[src/rtl/serial_add_sequencer.sv]
// serial_add_sequencer: buffers operand pairs in a FIFO and drives one bit-serial add at a time.
// Optional macro SEQ_TIMEOUT_EN aborts a WAIT that outlasts TIMEOUT cycles with res_err=1.
module serial_add_sequencer #(
  parameter int WIDTH   = 4,
  parameter int DEPTH   = 4,
  parameter int TIMEOUT = 16
) (
  input  logic                     clk,
  input  logic                     rst_n,
  input  logic                     op_valid,
  output logic                     op_ready,
  input  logic [WIDTH-1:0]         op_a,
  input  logic [WIDTH-1:0]         op_b,
  output logic                     load,
  output logic                     start,
  output logic [WIDTH-1:0]         A,
  output logic [WIDTH-1:0]         B,
  input  logic [WIDTH-1:0]         sum,
  input  logic                     done,
  output logic                     res_valid,
  input  logic                     res_ready,
  output logic [WIDTH-1:0]         res_sum,
  output logic                     res_err,
  output logic [$clog2(DEPTH):0]   fifo_count,
  output logic                     busy
);
  localparam int AW = $clog2(DEPTH);

  typedef enum logic [2:0] {IDLE, LOAD, START, WAIT, OUT} state_t;

  if (DEPTH < 2 || (DEPTH & (DEPTH - 1)) != 0 || TIMEOUT < 1) begin : g_bad_param
    $error("serial_add_sequencer: DEPTH must be a power of two >= 2 and TIMEOUT >= 1");
  end

  state_t          r_state, w_next;
  logic [WIDTH-1:0] r_mem_a [DEPTH];
  logic [WIDTH-1:0] r_mem_b [DEPTH];
  logic [AW-1:0]   r_wr_ptr, r_rd_ptr;
  logic [AW:0]     r_count;
  logic [WIDTH-1:0] r_a, r_b, r_res_sum;
  logic            w_push, w_pop, w_tmo;

  // op_ready comes from the registered count only, so a pop never frees a slot in the same cycle
  assign op_ready   = r_count != (AW+1)'(DEPTH);
  assign w_push     = op_valid && op_ready;
  assign w_pop      = (r_state == IDLE) && (r_count != '0);
  assign fifo_count = r_count;
  assign load       = r_state == LOAD;
  assign start      = r_state == START;
  assign res_valid  = r_state == OUT;
  assign busy       = r_state != IDLE;
  assign A          = r_a;
  assign B          = r_b;
  assign res_sum    = r_res_sum;

  always_ff @(posedge clk) begin
    if (w_push) begin
      r_mem_a[r_wr_ptr] <= op_a;
      r_mem_b[r_wr_ptr] <= op_b;
    end
  end

  always_ff @(posedge clk or negedge rst_n) begin
    if (!rst_n) begin
      r_wr_ptr <= '0;
      r_rd_ptr <= '0;
      r_count  <= '0;
    end else begin
      if (w_push) r_wr_ptr <= r_wr_ptr + 1'b1;
      if (w_pop) r_rd_ptr <= r_rd_ptr + 1'b1;
      if (w_push && !w_pop) r_count <= r_count + 1'b1;
      else if (!w_push && w_pop) r_count <= r_count - 1'b1;
    end
  end

  always_ff @(posedge clk or negedge rst_n) begin
    if (!rst_n) r_state <= IDLE;
    else r_state <= w_next;
  end

  always_comb begin
    w_next = r_state;
    case (r_state)
      IDLE:    w_next = w_pop ? LOAD : IDLE;
      LOAD:    w_next = START;
      START:   w_next = WAIT;
      WAIT:    w_next = (done || w_tmo) ? OUT : WAIT;
      OUT:     w_next = res_ready ? IDLE : OUT;
      default: w_next = IDLE;
    endcase
  end

  always_ff @(posedge clk or negedge rst_n) begin
    if (!rst_n) begin
      r_a       <= '0;
      r_b       <= '0;
      r_res_sum <= '0;
    end else begin
      if (w_pop) begin
        r_a <= r_mem_a[r_rd_ptr];
        r_b <= r_mem_b[r_rd_ptr];
      end
      if (r_state == WAIT && done) r_res_sum <= sum;
      else if (r_state == WAIT && w_tmo) r_res_sum <= '0;
    end
  end

`ifdef SEQ_TIMEOUT_EN
  localparam int TW = $clog2(TIMEOUT + 1);
  logic [TW-1:0] r_tmo;
  logic          r_res_err;

  // r_tmo counts completed WAIT cycles; the abort lands exactly TIMEOUT edges after entering WAIT
  assign w_tmo   = (r_state == WAIT) && (r_tmo == TW'(TIMEOUT - 1));
  assign res_err = r_res_err;

  always_ff @(posedge clk or negedge rst_n) begin
    if (!rst_n) begin
      r_tmo     <= '0;
      r_res_err <= 1'b0;
    end else begin
      r_tmo <= (r_state == WAIT) ? r_tmo + 1'b1 : '0;
      if (r_state == WAIT && done) r_res_err <= 1'b0;
      else if (w_tmo) r_res_err <= 1'b1;
      else if (r_state == OUT && res_ready) r_res_err <= 1'b0;
    end
  end
`else
  assign w_tmo   = 1'b0;
  assign res_err = 1'b0;
`endif
endmodule

[config.mk]
export PLATFORM = sky130hd
export DESIGN_NAME = serial_add_sequencer
export DESIGN_NICKNAME = d
export VERILOG_FILES = /design/src/rtl/serial_add_sequencer.sv
export SDC_FILE = /design/constraint.sdc
export NUM_CORES = 1
export LEC_CHECK = 0
export CORE_UTILIZATION = 35
export DETAILED_ROUTE_END_ITERATION = 10
export PLACE_DENSITY = 0.59
export REMOVE_ABC_BUFFERS = 1
export SETUP_SLACK_MARGIN = 0.2
export SLEW_MARGIN = 0
export SYNTH_ARGS = -nofsm -noshare
export SYNTH_HDL_FRONTEND = slang
export SYNTH_SLANG_ARGS = --single-unit
[constraint.sdc]
create_clock -name clk -period 2.2 [get_ports clk]
set_input_delay 0.44 -clock clk [delete_from_list [all_inputs] [get_ports clk]]
set_output_delay 0.44 -clock clk [all_outputs]
set_load 0.005 [all_outputs]
; After elaboration in Yosys (flattened, before gate mapping)
; Memory sizes are Yosys's and may differ from the RTL's. A register that Yosys moved wholly into a read port is not among the register bits.
; Index checks and enable logic that the tools add are counted.
[word_totals]
n_memories = 2
in_bits = 17
romBits = 0
latchBits = 0
ram_bits = 32
word_cells = 37
register_bits = 14
[op_classes]
shifts = 0
reduce_logical = 13
eq_ne = 5
addsub = 4
n_bitwise = 0
n_mux = 8
multipliers = 0
n_div = 0
order_cmp = 0
[mem_list]
columns = name, words, width, read_ports, rd_clocked_by_memory_dff, write_ports, line_no
row1 = r_mem_a, 4, 4, 1, 1, 1, 36  ; logic [WIDTH-1:0] r_mem_a [DEPTH];
row2 = r_mem_b, 4, 4, 1, 1, 1, 37  ; logic [WIDTH-1:0] r_mem_b [DEPTH];
[op_table]
columns = operator, n
row1 = $pmux 3 s5, 1
row2 = $mux 3, 4
row3 = $eq 3x2->1 const B, 2
row4 = $reduce_bool 3->1, 2
row5 = $logic_and 1x1->1, 5
row6 = $add 2x1->2 const B, 2
row7 = $logic_not 1->1, 4
row8 = $add 3x1->3 const B, 1
row9 = $eq 3x1->1 const B, 1
row10 = $eq 3x3->1 const B, 1
row11 = $logic_not 3->1, 1
row12 = $mux 1, 3
row13 = $ne 3x3->1 const B, 1
row14 = $sub 3x1->3 const B, 1
row15 = $reduce_bool 2->1, 1

; Longest topological paths before layout
[logic_depth]
ltp_word = 6
ltp_mapped = 10

; Worst setup path after synthesis
; Ideal clock, no wire load.
[synth_path]
path_type = reg-to-reg
from = register r_count[0], in the netlist fifo_count[0]
to = register r_count[2], in the netlist fifo_count[2]
required_ns = 2.121
setup_slack_ns = 0.158
t_arrival_ns = 1.963
setup_ns = 0.079
period_less_slack_ns = 2.042
path_stages_with_launch = 10
cell_sequence = dfrtp_1 o31a_1 buf_6 inv_1 ha_1 inv_1 fa_1 xor2_1 nor2_1 xor2_1
[synth_via]
elab_chain_len = 5
[synth_rtl]
columns = element, line_no
row1 = from (decl), 39  ; logic [AW:0] r_count;
row2 = from (signal assigned), 71  ; if (w_push && !w_pop) r_count <= r_count + 1'b1;
row3 = from (signal assigned), 72  ; else if (!w_push && w_pop) r_count <= r_count - 1'b1;
row4 = branches (longest 5 deep; another with $sub 3x1->3), --
; Several ways; the timed one is not identified. The select of a mux whose other input is x is not followed.
; A chain may end at the register's enable or synchronous reset.

; Worst setup path after layout
[layout_path]
from = register r_state[0]
to = register r_count[1], in the netlist fifo_count[1]
[layout_via]
elab_chain_len = 5
[layout_rtl]
columns = element, line_no
row1 = from (decl), 35  ; state_t r_state, w_next;
row2 = from (signal assigned), 78  ; else r_state <= w_next;
row3 = $logic_not 3->1 *, 46  ; assign w_pop = (r_state == IDLE) && (r_count != '0);
row4 = $logic_and 1x1->1 *, 46
row5 = $logic_not 1->1, 71
row6 = $logic_and 1x1->1, 71
row7 = $mux 3 or $reduce_bool 2->1 (tied branches), --
; Mark *: on every way between the ends. The rest lies on a longest branch, timed or not.

==> impl_metrics.yaml <==
final_layout:
  layout_common_cells: "clkdlybuf4s50_1, edfxtp_1, dfrtp_1, buf_4"
  nets: 200
  num_antenna_cells: 0
  syn_to_final_growth_pct: 31.8
  drive_above_1_share: 0.331
  fin_util: 0.486
  final_area_um2: 2910
  fillCellCount: 514
  stdcell_count: 253
  final_common_cell: "clkdlybuf4s50_1"
global_routing:
  grt_pass1_vias: 1282
  grt_pass1_wl_mm: 6.26
  grt_antenna_before_repair: 0
  grt_max_degree: 23
  track_usage: 0.134
  grt_overflow: 0
worst_setup_path:
  path_delay_family: "adder cells"
  crit_chain: "nor3_4 > o31a_1 > inv_2 > ha_2 > inv_1 > fa_1 > mux2_2"
  r2r-start: "r_state[0]"
  cp_data_required_time_ns: 2.40
  start_kind: "flip-flop"
  path_class: "reg2reg"
  crit_fanout: 5
  cpPeakStageDelay_ns: 0.47
  arrival_ns: 2.16
  end_kind: "flip-flop"
  cpMaxStageDelayCell: "dfrtp_2"
  startpoint: "r_state[0]"
  cp_num_buf_inv: 2
route:
  routed_wl_mm: 3.98
  post_drt_wl_per_cell_um: 15.7
  num_vias: 1184
  drtAntennaViolNets: 0
  vias_per_cell: 4.68
  drt_iter0_markers: 55
  dr.pass1.iters: 4
  drc: 0
power_and_ir_drop:
  switchingPower_mw: 1.15
  p_leak_nw: 1.15
  power_density_nw_per_um2: 1370
  power_frac_comb: 0.423
  p_seq_frac: 0.412
  ir_worst_vdd_mv: 0.602
  p_sw_frac: 0.290
  fin_total_pwr_mw: 3.97
  internal-power_mw: 2.82
  p_clk_frac: 0.165
sta:
  clock_skew_ns: 0.00842
  fin_ws_ns: 0.238
  finalHoldViolCount: 0
  grt_setup_unrepaired: "yes"
  finalSetupViolations: 0
  fin_crit_sh: 0.892
  slew_violations: 0
  fin_crit_ns: 1.96
  whs_ns: 0.486
  finalSetupTns_ns: 0
  max_freq_mhz: 510
cts:
  cts_buffer_depth: 2
  numCtsBuffers: 5
  cts_sinks: 54
  cts_tree: "built"
  root_buffer: "clkbuf_8"
  clk_pin_slew_ns: 0.10
  insertion_delay_ns: 0.31
  h-tree-depth: 2
  ctsHoldBuffers: 0
die:
  io_pins: 38
  initial_utilization: 0.368
  core.rowCount: 28
  fp.dieH_um: 81.4
  coreArea_um2: 5990
  die_w_um: 81.4
  die_area_um2: 6630
logic_synthesis:
  yosys.area.top_type: "edfxtp_1"
  muxShareOfSynthArea: 0.167
  syn_area_um2: 2210
  synthAdderAreaFrac: 0.0374
  yosysSeqAreaShare: 0.685
  synth_compound_area_frac: 0.0221
  synth_top_family_by_area: "multiplexers"
  yosys_warnings: 0
  syn_inst: 120
  synthSimpleGateAreaFrac: 0.0380
  yosysTopAreaCellShare: 0.435
  synth.ff_latch_count: 54
  syn_avg_cell_area_um2: 18.4
  synth_xor_area_frac: 0.0238
  synth_area_leaders: "edfxtp_1, dfrtp_1, mux4_2, mux2_4, mux2_2"
  ys_types: 25
placed_design:
  place_ws_ns: -0.0129
  dpl.cell_count: 242
  globalplace.congestion: 0.808
  port_buffers: 36
  hpwlAfterDp_mm: 2.83
  dpl_cell_area_um2: 2740
run:
  maxCapViolations: 0
status:
  status: "finished, final reports clean"
worst_hold_path:
  hold_path_class: "in2async"
## path summary, 6_finish.rpt
kind,slack [ns],cells after the start,to
worst max-delay path,0.24,7,fifo_count[1]
worst min-delay path,0.49,2,B[1]
worst max register to register,0.24,7,fifo_count[1]
worst min register to register,0.52,1,res_sum[1]
max in group asynchronous,1.46,2,r_state[0]
min in group clk,0.52,1,res_sum[1]
## power by group through the flow
stage,clock [mW],sequential (mW),combinational (mW)
after CTS,0.682,1.62,1.68
after floorplan,0,1.67,0.814
after global placement,0,1.62,1.57
after global routing,0.720,1.68,1.84
after detailed placement,0,1.64,1.63
final,0.657,1.64,1.68
## routing by layer
layer / vias up / global-route usage / part of all wire
met5: - / 0 / 0
li1: 550 / - / -
met4: 0 / 0.0536 / 0.015
met2: 19 / 0.224 / 0.54
met1: 609 / 0.163 / 0.41
met3: 6 / 0.0378 / 0.030
## what timing repair did
item / CTS / global route
buffers inserted: 3 / 0
pin swaps: 1 / 2
setup endpoints to repair: 3 / 6
gates resized for setup: 3 / 10
## synth_stat cells
master     n
buf_4      1
fa_1       1
a21boi_2   1
and2_1     5
o31a_1     1
buf_6      2
nand2_1    2
inv_1      6
dfrtp_1   22
nand2b_1   2
o21ai_0    2
mux2_4     8
a211oi_1   1
conb_1     1
xor2_1     3
buf_1      1
mux2_2     6
edfxtp_1  32
xnor2_1    3
mux4_2     8
ha_1       5
nor3_2     1
o311a_2    1
nor2_1     4
nor3b_1    1
## flip-flops by register name, summed over array words and instances (netlist names)
name	cells
A	4
r_wr_ptr	2
res_sum	4
r_state	3
r_mem_b	16
r_mem_a	16
r_rd_ptr	2
fifo_count	3
B	4
## logic make-up (layout without fill, tap and decap cells)
family	count (synthesis)	in the layout
other cells	1	1
flops	54	54
simple gates	15	15
xor+xnor	6	6
compound gates	6	6
mux	22	22
fa+ha+maj	6	6
buf+inv	10	68
## area by class of cell
type                       count  area (um2)  share of cell area
sequential                    54        1520               0.521
clock inverter                 3        43.8              0.0151
tap                           75        93.8              0.0323
clock buffer                   5        68.8              0.0237
timing repair buffer          54         499               0.172
inverter                       6        22.5             0.00774
multi-input combinational     56         666               0.229
No activity file was read; power rests on OpenSTA's default activity.
